$ cat src/rtl/alu_fetch_pkg.sv
// Shared types and constants for the CompALU instruction fetch stage.
package alu_fetch_pkg;

  localparam int WORD_W = 32;
  localparam logic [WORD_W-1:0] PC_INC = 32'd4;
  localparam logic [WORD_W-1:0] DEFAULT_HALT_WORD = 32'hFFFF_FFFF;

  typedef enum logic [2:0] {
    S_IDLE,
    S_RUN,
    S_WAIT,
    S_DRAIN,
    S_HALT
  } fetch_state_t;

endpackage

$ cat src/rtl/alu_fetch_unit_fifo.sv
// Prefetch FIFO: power-of-two depth, simultaneous push/pop, synchronous clear.
module fetch_fifo
  import alu_fetch_pkg::*;
#(
  parameter int DEPTH = 4,
  parameter int WIDTH = WORD_W
) (
  input  logic                     clk,
  input  logic                     rst,
  input  logic                     clr,
  input  logic                     push,
  input  logic [WIDTH-1:0]         push_data,
  input  logic                     pop,
  output logic [WIDTH-1:0]         head,
  output logic [$clog2(DEPTH):0]   count
);

  localparam int PTR_W = $clog2(DEPTH);
  localparam int CNT_W = PTR_W + 1;

  logic [WIDTH-1:0] mem [DEPTH];
  logic [PTR_W-1:0] wr_ptr_reg, rd_ptr_reg;
  logic [CNT_W-1:0] count_reg;
  logic             do_push, do_pop;

  assign do_pop  = pop && (count_reg != '0);
  assign do_push = push && !clr && ((count_reg < CNT_W'(DEPTH)) || do_pop);

  always_ff @(posedge clk) begin
    if (do_push) begin
      mem[wr_ptr_reg] <= push_data;
    end
  end

  always_ff @(posedge clk) begin
    if (rst || clr) begin
      wr_ptr_reg <= '0;
      rd_ptr_reg <= '0;
      count_reg  <= '0;
    end else begin
      if (do_push) wr_ptr_reg <= wr_ptr_reg + PTR_W'(1);
      if (do_pop)  rd_ptr_reg <= rd_ptr_reg + PTR_W'(1);
      case ({do_push, do_pop})
        2'b10:   count_reg <= count_reg + CNT_W'(1);
        2'b01:   count_reg <= count_reg - CNT_W'(1);
        default: count_reg <= count_reg;
      endcase
    end
  end

  // Empty FIFO presents zero so the consumer never sees uninitialised storage.
  assign head  = (count_reg != '0) ? mem[rd_ptr_reg] : '0;
  assign count = count_reg;

endmodule

$ cat src/rtl/alu_fetch_unit.sv
// Instruction fetch stage feeding CompALU: PC walker, one outstanding imem read,
// prefetch FIFO, halt sentinel and flush. Optional macro: FETCH_PERF_CNT_EN (stall_cnt).
module alu_fetch_unit
  import alu_fetch_pkg::*;
#(
  parameter int                DEPTH     = 4,
  parameter logic [WORD_W-1:0] START_PC  = 32'h0000_0000,
  parameter logic [WORD_W-1:0] HALT_WORD = DEFAULT_HALT_WORD
) (
  input  logic              clk,
  input  logic              rst,
  input  logic              start,
  input  logic              flush,
  input  logic [WORD_W-1:0] flush_pc,
  output logic              imem_req,
  output logic [WORD_W-1:0] imem_addr,
  input  logic              imem_valid,
  input  logic [WORD_W-1:0] imem_rdata,
  output logic [WORD_W-1:0] Instruction,
  output logic              instr_valid,
  input  logic              instr_ready,
  output logic              halted,
  output logic              busy
`ifdef FETCH_PERF_CNT_EN
  ,
  output logic [31:0]       stall_cnt
`endif
);

  localparam int CNT_W = $clog2(DEPTH) + 1;

  fetch_state_t      state_reg, state_next;
  logic [WORD_W-1:0] pc_reg, pc_next;
  logic              push, pop;
  logic [CNT_W-1:0]  fifo_count;

  always_ff @(posedge clk) begin
    if (rst) begin
      state_reg <= S_IDLE;
      pc_reg    <= START_PC;
    end else begin
      state_reg <= state_next;
      pc_reg    <= pc_next;
    end
  end

  always_comb begin
    state_next = state_reg;
    pc_next    = pc_reg;
    push       = 1'b0;
    imem_req   = 1'b0;
    if (flush) begin
      pc_next = flush_pc & ~32'h3;
      // A response landing in the flush cycle retires the outstanding read.
      state_next = ((state_reg == S_WAIT || state_reg == S_DRAIN) && !imem_valid)
                   ? S_DRAIN : S_RUN;
    end else begin
      unique case (state_reg)
        S_IDLE: begin
          if (start) begin
            state_next = S_RUN;
            pc_next    = START_PC;
          end
        end
        S_RUN: begin
          if (fifo_count < CNT_W'(DEPTH)) begin
            imem_req   = 1'b1;
            state_next = S_WAIT;
          end
        end
        S_WAIT: begin
          if (imem_valid) begin
            if (imem_rdata == HALT_WORD) begin
              state_next = S_HALT;
            end else begin
              push       = 1'b1;
              pc_next    = pc_reg + PC_INC;
              state_next = S_RUN;
            end
          end
        end
        S_DRAIN: begin
          if (imem_valid) state_next = S_RUN;
        end
        S_HALT: state_next = S_HALT;
        default: state_next = S_IDLE;
      endcase
    end
  end

  assign imem_addr   = imem_req ? pc_reg : '0;
  assign instr_valid = (fifo_count != '0);
  assign pop         = instr_valid && instr_ready;
  assign halted      = (state_reg == S_HALT);
  assign busy        = (state_reg != S_IDLE);

  fetch_fifo #(
    .DEPTH (DEPTH),
    .WIDTH (WORD_W)
  ) u_fifo (
    .clk       (clk),
    .rst       (rst),
    .clr       (flush),
    .push      (push),
    .push_data (imem_rdata),
    .pop       (pop),
    .head      (Instruction),
    .count     (fifo_count)
  );

`ifdef FETCH_PERF_CNT_EN
  logic [31:0] stall_cnt_reg;

  // Consumer is waiting on an active fetcher with nothing to hand over.
  always_ff @(posedge clk) begin
    if (rst || flush) begin
      stall_cnt_reg <= '0;
    end else if (instr_ready && !instr_valid && stall_cnt_reg != 32'hFFFF_FFFF &&
                 (state_reg == S_RUN || state_reg == S_WAIT || state_reg == S_DRAIN)) begin
      stall_cnt_reg <= stall_cnt_reg + 32'd1;
    end
  end

  assign stall_cnt = stall_cnt_reg;
`endif

endmodule

$ cat config.mk
export PLATFORM = sky130hd
export DESIGN_NAME = alu_fetch_unit
export DESIGN_NICKNAME = d
export VERILOG_FILES = /design/src/rtl/alu_fetch_pkg.sv /design/src/rtl/alu_fetch_unit_fifo.sv /design/src/rtl/alu_fetch_unit.sv
export SDC_FILE = /design/constraint.sdc
export NUM_CORES = 1
export LEC_CHECK = 0
export CAP_MARGIN = 20
export CELL_PAD_IN_SITES_DETAIL_PLACEMENT = 1
export CELL_PAD_IN_SITES_GLOBAL_PLACEMENT = 1
export CORE_ASPECT_RATIO = 0.9
export CORE_MARGIN = 4
export CORE_UTILIZATION = 39
export CTS_CLUSTER_DIAMETER = 60
export CTS_CLUSTER_SIZE = 28
export DETAILED_ROUTE_END_ITERATION = 6
export PLACE_DENSITY_LB_ADDON = 0.3
export SLEW_MARGIN = 20
export SYNTH_ARGS = -nofsm -noshare
export SYNTH_HDL_FRONTEND = slang
export SYNTH_SLANG_ARGS = --single-unit
$ cat constraint.sdc
create_clock -name clk -period 3 [get_ports clk]
set_input_delay 0.6 -clock clk [delete_from_list [all_inputs] [get_ports clk]]
set_output_delay 0.6 -clock clk [all_outputs]
set_load 0.01 [all_outputs]
After elaboration in Yosys (flattened, before gate mapping)
Memories as Yosys holds them, arrays and structs flattened. A register that Yosys moved wholly into a read port is not among the register bits.
Cells that the tools add are included.

word-level totals
  memories kept = 1
  input bits = 70
  memory bits (writable) = 128
  register bits after elaboration = 42

cells by class
  reduce and logical (&&, ||, !) cells = 20
  add/sub/neg operators = 5
  equality and inequality tests = 15
  multiplexer cells = 27
  magnitude comparators = 1

memories
  name        words  width  rd ports  clocked after Yosys merged registers in  wr ports  line                       source
  u_fifo.mem  4      32     1         1                                        1         alu_fetch_unit_fifo.sv:21  logic [WIDTH-1:0] mem [DEPTH];

operators with widths
  kind                   count
  $mux 32                6
  $pmux 32 s2            1
  $add 32x3->32 const B  1
  $eq 32x32->1 const B   1
  $mux 3                 6
  $ne 3x3->1 const B     5
  $pmux 3 s5             1
  $reduce_and 4->1       3
  $mux 1                 9
  $reduce_bool 3->1      3
  $eq 3x2->1 const B     2
  $mux 2                 3
  $ne 2x2->1 const B     3
  $pmux 3 s2             1
  $logic_and 1x1->1      5
  $add 2x1->2 const B    2
  $reduce_bool 2->1      2
  $add 3x1->3 const B    1
  $eq 3x1->1 const B     1
  $eq 3x3->1 const B     1
  $logic_not 3->1        1
  $logic_or 1x1->1       3
  $lt 3x3->1 const B     1
  $sub 3x1->3 const B    1
  other kinds (4)        5

Longest topological paths before layout
Gate-level depths: netlist (run 1).

  word-level depth = 9
  mapped depth = 11
  mapped depth without buffers = 10

Hierarchy
A second synthesis (run 1) with hierarchy kept.

unflattened totals
  cell total of the unflattened synthesis = 612
  area, all modules = 7970.1 um2

modules (own cells, without submodules)
  module          times used  area each (um2)  cells an instance  seq. area each (um2)
  fetch_fifo      1           5312.6           257                4023.9
  alu_fetch_unit  1           2657.5           355                700.7

Least setup slack after synthesis (run 1)
No wires, ideal clock.

  kind = input to register
  start = input port flush
  end = memory u_fifo.mem[1][0] (netlist bit), enable pin
  path buffers = 1
  cell stages on the path = 4
  setup slack = 67 ps
  data arrival time = 2541 ps
  data required time = 2608 ps
  setup time = 392 ps
  path through = or4b_4 > buf_6 > a2111oi_4 > and2_1

between the ends
  cells in the longest elaborated chain, start to end = 5

RTL lines
  what                                       line                                             source
  from (decl)                                alu_fetch_unit.sv:13                             input logic flush,
  $mux 1 or $logic_not 1->1 (tied branches)  alu_fetch_unit.sv:52, alu_fetch_unit_fifo.sv:27
  $logic_and 1x1->1 (*) (2 in series)        alu_fetch_unit_fifo.sv:27                        assign do_push = push && !clr && ((count_reg < CNT_W'(DEPTH)) || do_pop);
  $mux 1 (*)                                 alu_fetch_unit_fifo.sv:30                        if (do_push) begin
  $mux 1 (implied by the code) (*)           alu_fetch_unit_fifo.sv:31                        mem[wr_ptr_reg] <= push_data;
  to (decl)                                  alu_fetch_unit_fifo.sv:21

Mark *: on every way between the ends. The rest lies on a longest branch, timed or not.

Worst setup path after layout (run 1)
  start = input port imem_rdata[17]
  end = register u_fifo.count_reg[2] (netlist: u_fifo.count[2])

between the ends
  cells in the longest elaborated chain, start to end = 9

RTL lines
  what                                             line                       source
  from (decl)                                      alu_fetch_unit.sv:18       input logic [WORD_W-1:0] imem_rdata,
  $eq 32x32->1 (*)                                 alu_fetch_unit.sv:73       if (imem_rdata == HALT_WORD) begin
  $mux 1 (*)                                       alu_fetch_unit.sv:73
  $mux 1 (*)                                       alu_fetch_unit.sv:72       if (imem_valid) begin
  $mux 1 (*)                                       alu_fetch_unit.sv:58       unique case (state_reg)
  $mux 1 (*)                                       alu_fetch_unit.sv:52       if (flush) begin
  $logic_and 1x1->1 (*) (2 in series)              alu_fetch_unit_fifo.sv:27
  $eq 2x1->1 or $eq 2x2->1 (tied branches)         alu_fetch_unit_fifo.sv:43  case ({do_push, do_pop})
  $pmux 3 s2 or $reduce_bool 2->1 (tied branches)  -
  to (signal assigned)                             alu_fetch_unit_fifo.sv:44  2'b10: count_reg <= count_reg + CNT_W'(1);
  to (signal assigned)                             alu_fetch_unit_fifo.sv:45  2'b01: count_reg <= count_reg - CNT_W'(1);
  to (signal assigned)                             alu_fetch_unit_fifo.sv:46  default: count_reg <= count_reg;
  to (decl)                                        alu_fetch_unit_fifo.sv:23  logic [CNT_W-1:0] count_reg;

Marked as above.
A chain may end at the register's enable or synchronous reset.

==> results by group, run 1 <==
Layout
  – Util after Layout: 52.6%
  – Largest register FFs: 128
  – Sequential cell area: 0.00473 mm2
  – Area growth syn-to-layout: 32.2%
  – Fillers: 2,026
  – Multi-input logic area: 0.00305 mm2
  – Share of cells above drive strength 1: 16.5%
  – Count of non-filler cells in the finished layout: 1,048
  – Nets: 857

Placement
  – IO buf count: 135
  – Cells after DPL: 1,016
  – Dpl hpwl: 14.8 mm
  – GP Congestion: 0.816
  – Pre-CTS setup slack: -0.520 ns

Clocking
  – H-tree Lvls: 4
  – Clock root buffer: clkbuf_16
  – Num CTS Buffers: 17
  – Clock transition at path regs: 0.07 ns
  – Worst-Skew Late Latency: 0.42 ns
  – Clock Tree Buf Depth: 2
  – Clk sinks: 172
  – CTS tree: built

Synth
  – Compound-Gate Fraction of Synth Area: 9.54%
  – Syn_area_per_cell: 12.8 um2
  – Syn nets: 698
  – Synth Area in XOR/XNOR: 0.549%
  – Yosys Warn Count: 0
  – Mux contribution to synthesized area: 9.43%
  – Most common cell in the netlist: edfxtp_1
  – Post-synth top area cell: edfxtp_1
  – Largest family of logic cells by synthesized area: simple AND/OR/NAND/NOR gates
  – Register area share after synthesis: 59.2%
  – Top cells by count, synth: 128 x edfxtp_1, 77 x and2_1, 44 x dfxtp_1
  – Post-Synth Adder-Cell Area: 1.19%
  – Predominant post-synthesis flop cell: edfxtp_1
  – Netlist cell types: 63
  – Syn Std Cell Area: 0.00798 mm2
  – Area share of the largest cell type after synthesis: 48.2%
  – Largest cells by area after synthesis: edfxtp_1 48%, dfxtp_1 11%, mux4_2 9.0%, and2_1 6.0%, nand2_1 2.0%
  – EDFF count, synth: 128
  – Synth Area in Simple Gates: 17.0%
  – Synthesized instance count: 621
  – Asr flop ratio synth: 0%
  – #FFs+latches synth: 172

Timing
  – Headroom to the max-slew limit: 54.6%
  – RSZ-0062 raised after global routing: no
  – FMAX: 0.342 GHz
  – Hold Fails Final Rpt: 0
  – Measured slew at the worst slew-check pin: 0.681 ns
  – Fin crit share: 97.4%
  – Min Hold Slack: 0.467 ns
  – Final setup TNS: 0 ns
  – Worst setup margin: 0.0793 ns
  – Clock skew after layout: 0.0136 ns
  – Min cycle time layout: 2.92 ns
  – Setup-failing EPs final: 0
  – Pins Over Slew Limit: 0

Hold path
  – Hold Path Origin: pc_reg[0]$_SDFFE_PP0P_
  – Hold crit path type: flop to flop

Pwr
  – Clock power frac: 41.6%
  – Combinational power share: 6.9%
  – PD cells: 482 mW/mm2
  – Net Sw Power: 1.22 mW
  – Sw frac: 24.0%
  – Leakage: 3.53 nW
  – Maximum VDD drop: 0.295 mV
  – Sequential power share: 51.5%
  – Int Pwr: 3.86 mW

Critical path
  – CP Buf/Inv Count: 3
  – Slowest CP cell: clkdlybuf4s50_1
  – Critical path launch point: imem_rdata[17]
  – Cell Chain, Critical Path: clkdlybuf4s50_1 > nand4_1 > nor4_4 > a2111oi_4 > inv_1 > ha_2 > inv_1 > fa_1 > xor2_1 > or3_1 > a21oi_1
  – RR Startpoint: state_reg[1]$_SDFFE_PP0P_
  – Critical Path RT: 3.34 ns
  – Top delay family on crit path: simple AND/OR/NAND/NOR gates
  – Worst setup SP type: input pin
  – Worst-path maximum fanout: 5
  – CP endpoint kind: flop
  – Critical path type: input pin to flop
  – Delay of the slowest critical-path stage: 0.57 ns
  – Worst Path Arrival: 3.26 ns
  – Worst path most repeated cell: inv_1

Global route
  – Pin count of the biggest net entering global routing: 37
  – Grt total ovfl: 0
  – Vias in the first global route: 6,271
  – First-pass GRT wire length: 34.9 mm
  – All-Layer GR Usage: 19.3%
  – Initial antenna violation count: 0

Floorplanning
  – Initial core utilization: 39.8%
  – Die area: 0.0228 mm2
  – I/O pin cnt: 138
  – Die Wd: 159 um
  – Core Region: 0.0200 mm2
  – FP Rows: 49
  – Die height: 144 um

Route
  – DRC Markers: 0
  – Routed wire length: 21.6 mm
  – Drt via density: 5.51
  – 1st-iter DRT viols: 398
  – Vias: 5,775
  – Post-route ant nets: 0
  – Routed WL per cell: 20.6 um
  – TritonRoute pass-1 iters: 5

Job
  – MaxCap Viol Count: 0

Outcome
  – Status: completed
final cells by class:
type | instances | area share (%)
timing repair buffer | 183 | 17.4
multi-input combinational | 393 | 28.9
sequential | 172 | 44.8
antenna | 1 | 0.0237
tap | 255 | 3.03
inverter | 13 | 0.463
clock buffer | 17 | 4.03
clock inverter | 14 | 1.36
what timing repair did:
item,CTS,global route
hold buffers,0,0
buffers inserted,0,0
setup endpoints to repair,33,9
resized for setup,8,7
pin swaps,3,4
power by group through the flow:
stage | clock [mW] | combinational (mW) | sequential [mW]
6_report | 2.11 | 0.352 | 2.62
3_5_place_dp | 0 | 0.354 | 2.67
2_1_floorplan | 0 | 0.150 | 2.65
3_3_place_gp | 0 | 0.341 | 2.67
5_1_grt | 2.28 | 0.384 | 2.62
4_1_cts | 2.16 | 0.357 | 2.62
per-stage QoR:
stage	instance area [um2]	power (mW)
5_1_grt	10500	5.29
3_5_place_dp	9940	3.03
6_report	10500	5.09
2_1_floorplan	7980	2.80
3_3_place_gp	9940	3.01
4_1_cts	10500	5.14
final timing paths:
kind	depth (start not counted)	slack, ns	end
worst max-delay path	11	0.08	u_fifo.count[2]$_SDFFE_PP0P_
worst min register to register	1	0.47	pc_reg[0]$_SDFFE_PP0P_
worst max register to register	9	0.34	u_fifo.count[2]$_SDFFE_PP0P_
worst min-delay path	1	0.47	pc_reg[0]$_SDFFE_PP0P_
logic make-up after synthesis:
| logic type | Yosys count |
|---|---|
| compound gates | 110 |
| simple gates | 236 |
| mux | 35 |
| flops | 172 |
| buf+inv | 56 |
| xor+xnor | 5 |
| fa+ha+maj | 7 |
cells in the final DEF (no fill, tap or decap), types with 3 or more instances in the layout:
master	synthesis	layout
edfxtp_1	128	128
clkdlybuf4s50_1	0	125
and2_1	77	77
nand2_1	43	43
dfxtp_1	44	42
buf_4	2	39
nor2_1	33	33
mux4_2	32	32
a21oi_1	32	32
nand4_1	19	19
o21ai_0	19	19
clkbuf_16	0	17
inv_1	13	13
nand3_1	11	11
a31oi_1	9	9
buf_12	0	9
nor3_1	8	8
a221oi_1	7	7
or4_1	6	6
inv_6	0	6
nand2b_1	5	5
nor4_4	2	5
nor2b_1	5	5
and4_1	5	5
a21o_1	5	5
a211oi_1	5	5
nor4_1	6	5
o31ai_1	5	5
ha_1	6	5
dlygate4sd2_1	0	5
dlymetal6s2s_1	0	5
or3_1	3	3
xor2_1	3	3
o32ai_1	3	3
a32o_1	3	3
o41ai_1	3	3
inv_8	0	3
per-layer routing:
metal  up-vias  track usage [%]  part of all wire, %
met5         -                0                    0
met1      2891             24.7                   44
met3        16             3.61                  4.9
met4         0             4.66                 0.88
li1       2690                -                    -
met2       178             34.3                   51
(Power assumes the default switching activity.)
==> run 2, diff against run 1 <==
MAX_ROUTING_LAYER = met4   (was not set)
==> run 2 against run 1 <==
Net effect:
- count of clock-buffer cells in the layout did not move
- core utilization barely moved
- total power barely moved
- clock skew barely moved
- sequential share of layout area barely moved
- first-iteration DRC count fell by 1.5%
- critical path depth rose by 1
- final area barely moved
- worst setup slack got worse by 0.0031 ns
- sequential power barely moved
- worst hold slack got worse by 0.00078 ns
- register-to-register slack barely moved
- largest power group unchanged
==> results by group, run 2 (synthesis results as in run 1) <==
Outcome
  – Status: completed

Floorplanning
  – Initial core utilization: 39.8% (unchanged)
  – Die height: 144 um (unchanged)
  – Die area: 0.0228 mm2 (unchanged)
  – I/O pin cnt: 138 (unchanged)
  – Die Wd: 159 um (unchanged)
  – Core Region: 0.0200 mm2 (unchanged)
  – FP Rows: 49 (unchanged)

Clocking
  – Clk sinks: 172 (unchanged)
  – Num CTS Buffers: 17 (unchanged)
  – Post-CTS Hold Buffers: 0 (unchanged)
  – Worst-Skew Late Latency: 0.42 ns (about the same)
  – Post-CTS Setup Inserts: 0 (unchanged)
  – CTS tree: built
  – Clock transition at path regs: 0.07 ns (about the same)
  – H-tree Lvls: 4 (unchanged)
  – Clock Tree Buf Depth: 2 (unchanged)
  – Clock root buffer: clkbuf_16

Timing
  – Measured slew at the worst slew-check pin: 0.689 ns (+0.00747 ns)
  – RSZ-0062 raised after global routing: no
  – Fin crit share: 97.5% (+0.10 points)
  – Setup-failing EPs final: 0 (unchanged)
  – FMAX: 0.342 GHz (-0.11%)
  – Pins Over Slew Limit: 0 (unchanged)
  – Worst setup margin: 0.0762 ns (-0.00309 ns)
  – Clock skew after layout: 0.0138 ns (+0.000219 ns)
  – Min cycle time layout: 2.92 ns (+0.00309 ns)
  – Headroom to the max-slew limit: 54.1% (-0.50 points)
  – Hold Fails Final Rpt: 0 (unchanged)

Route
  – Drt via density: 5.50 (-0.11%)
  – Routed wire length: 21.6 mm (+0.13%)
  – 1st-iter DRT viols: 392 (-1.5%)
  – TritonRoute pass-1 iters: 5 (unchanged)
  – Post-route ant nets: 0 (unchanged)
  – DRC Markers: 0 (unchanged)
  – Routed WL per cell: 20.6 um (+0.23%)
  – Vias: 5,763 (-0.21%)

Pwr
  – PD cells: 483 mW/mm2 (about the same)
  – Leakage: 3.53 nW (about the same)
  – Maximum VDD drop: 0.294 mV (-0.19%)
  – Total chip power: 5.09 mW (about the same)

Critical path
  – Slowest CP cell: clkdlybuf4s50_1
  – Worst setup SP type: input pin
  – Delay of the slowest critical-path stage: 0.50 ns (-0.07 ns)
  – CP endpoint kind: flop
  – Worst path most repeated cell: inv_1
  – Worst-path maximum fanout: 2 (-3)
  – Critical Path RT: 3.34 ns (about the same)
  – Cell Chain, Critical Path: clkdlybuf4s50_1 > nand4_1 > nor4_4 > buf_4 > a2111oi_4 > inv_1 > ha_2 > inv_1 > fa_1 > xor2_1 > or3_1 > a21oi_1
  – Worst Path Arrival: 3.26 ns (about the same)
  – Critical path type: input pin to flop

Layout
  – Fillers: 2,025 (-0.049%)
  – Share of cells above drive strength 1: 16.5% (unchanged)
  – Largest register FFs: 128 (unchanged)
  – Antenna Cells: 0 (-1)
  – Final instance area: 0.0105 mm2 (about the same)
  – Nets: 857 (unchanged)
  – Area growth syn-to-layout: 32.2% (about the same)
  – Util after Layout: 52.6% (about the same)
  – Commonest cells after routing, fill and taps aside: 128 x edfxtp_1, 125 x clkdlybuf4s50_1, 77 x and2_1
  – Commonest non-fill, non-tap cell in the layout: edfxtp_1

Placement
  – Area of placed instances: 0.00994 mm2 (unchanged)
  – IO buf count: 135 (unchanged)
  – Pre-CTS setup slack: -0.520 ns (unchanged)
  – GP Congestion: 0.828 (+1.5%)
  – Dpl hpwl: 14.8 mm (unchanged)

Job
  – MaxCap Viol Count: 0 (unchanged)

Global route
  – First-pass GRT wire length: 34.9 mm (+0.14%)
  – Vias in the first global route: 6,269 (-0.032%)
  – Grt total ovfl: 0 (unchanged)
  – Pin count of the biggest net entering global routing: 37 (unchanged)
  – All-Layer GR Usage: 19.9% (+0.63 points)
  – Initial antenna violation count: 0 (unchanged)

Hold path
  – Hold crit path type: flop to flop
==> run 2: changes by cell type in the layout (fill, tap and decap cells not counted), sizes merged <==
cell / previous run / this run
diode: 1 / 0
==> run 2: worst paths after layout <==
| path | start | end | slack [ns] | cells past startpoint |
|---|---|---|---|---|
| min | pc_reg[1]$_SDFFE_PP0P_ | pc_reg[1]$_SDFFE_PP0P_ | 0.47 | 1 |
| min reg2reg | pc_reg[1]$_SDFFE_PP0P_ | pc_reg[1]$_SDFFE_PP0P_ | 0.47 | 1 |
| max | imem_rdata[5] | u_fifo.count[2]$_SDFFE_PP0P_ | 0.08 | 12 |
| max reg2reg | state_reg[1]$_SDFFE_PP0P_ | u_fifo.count[2]$_SDFFE_PP0P_ | 0.33 | 9 |
==> run 2: per-layer routing <==
layer / share of wire, % / vias to the layer above / track usage, %
li1: - / 2691 / -
met1: 44 / 2883 / 25.0
met2: 50 / 172 / 34.3
met3: 4.7 / 17 / 3.41
met4: 0.87 / 0 / 4.66
met5: 0 / - / -
==> run 2: report_power, final <==
group,switching [mW],internal [mW],total [mW]
Clock,1.01,1.10,2.12
Combinational,0.169,0.184,0.352
Sequential,0.0443,2.58,2.62
==> run 2: through the flow <==
step | cells | setup TNS (ns) | hold WS, ns
after floorplan | 621 | 0 | 0.421
after global placement | 1016 | -0.340 | 0.439
after detailed placement | 1016 | -3.21 | 0.446
after CTS | 1047 | 0 | 0.474
after global routing | 1047 | 0 | 0.493
final | 1047 | 0 | 0.466
==> run 2: critical path, delay by kind of cell <==
family	cells	cell delay (ns)
adder cells (fa/ha/maj)	2	0.57
AND/OR/NAND/NOR	3	0.86
buffers and inverters	4	0.82
AO/OA/AOI/OAI	2	0.23
XOR/XNOR	1	0.17
==> run 2: cell type report <==
class,count,area [um2],area share (%)
multi-input cells,393,3050,28.9
clock inverters,14,144,1.36
flip-flops and latches,172,4730,44.8
clock buffers,17,425,4.04
repair buffers,183,1830,17.4
well taps,255,319,3.03
inverters,13,48.8,0.463
==> run 2: timing repair <==
item,4_1_cts,5_1_grt
hold endpoints to repair,0,0
gates resized for setup,8,7
pin swaps,3,4
endpoints found under the setup margin,33,9
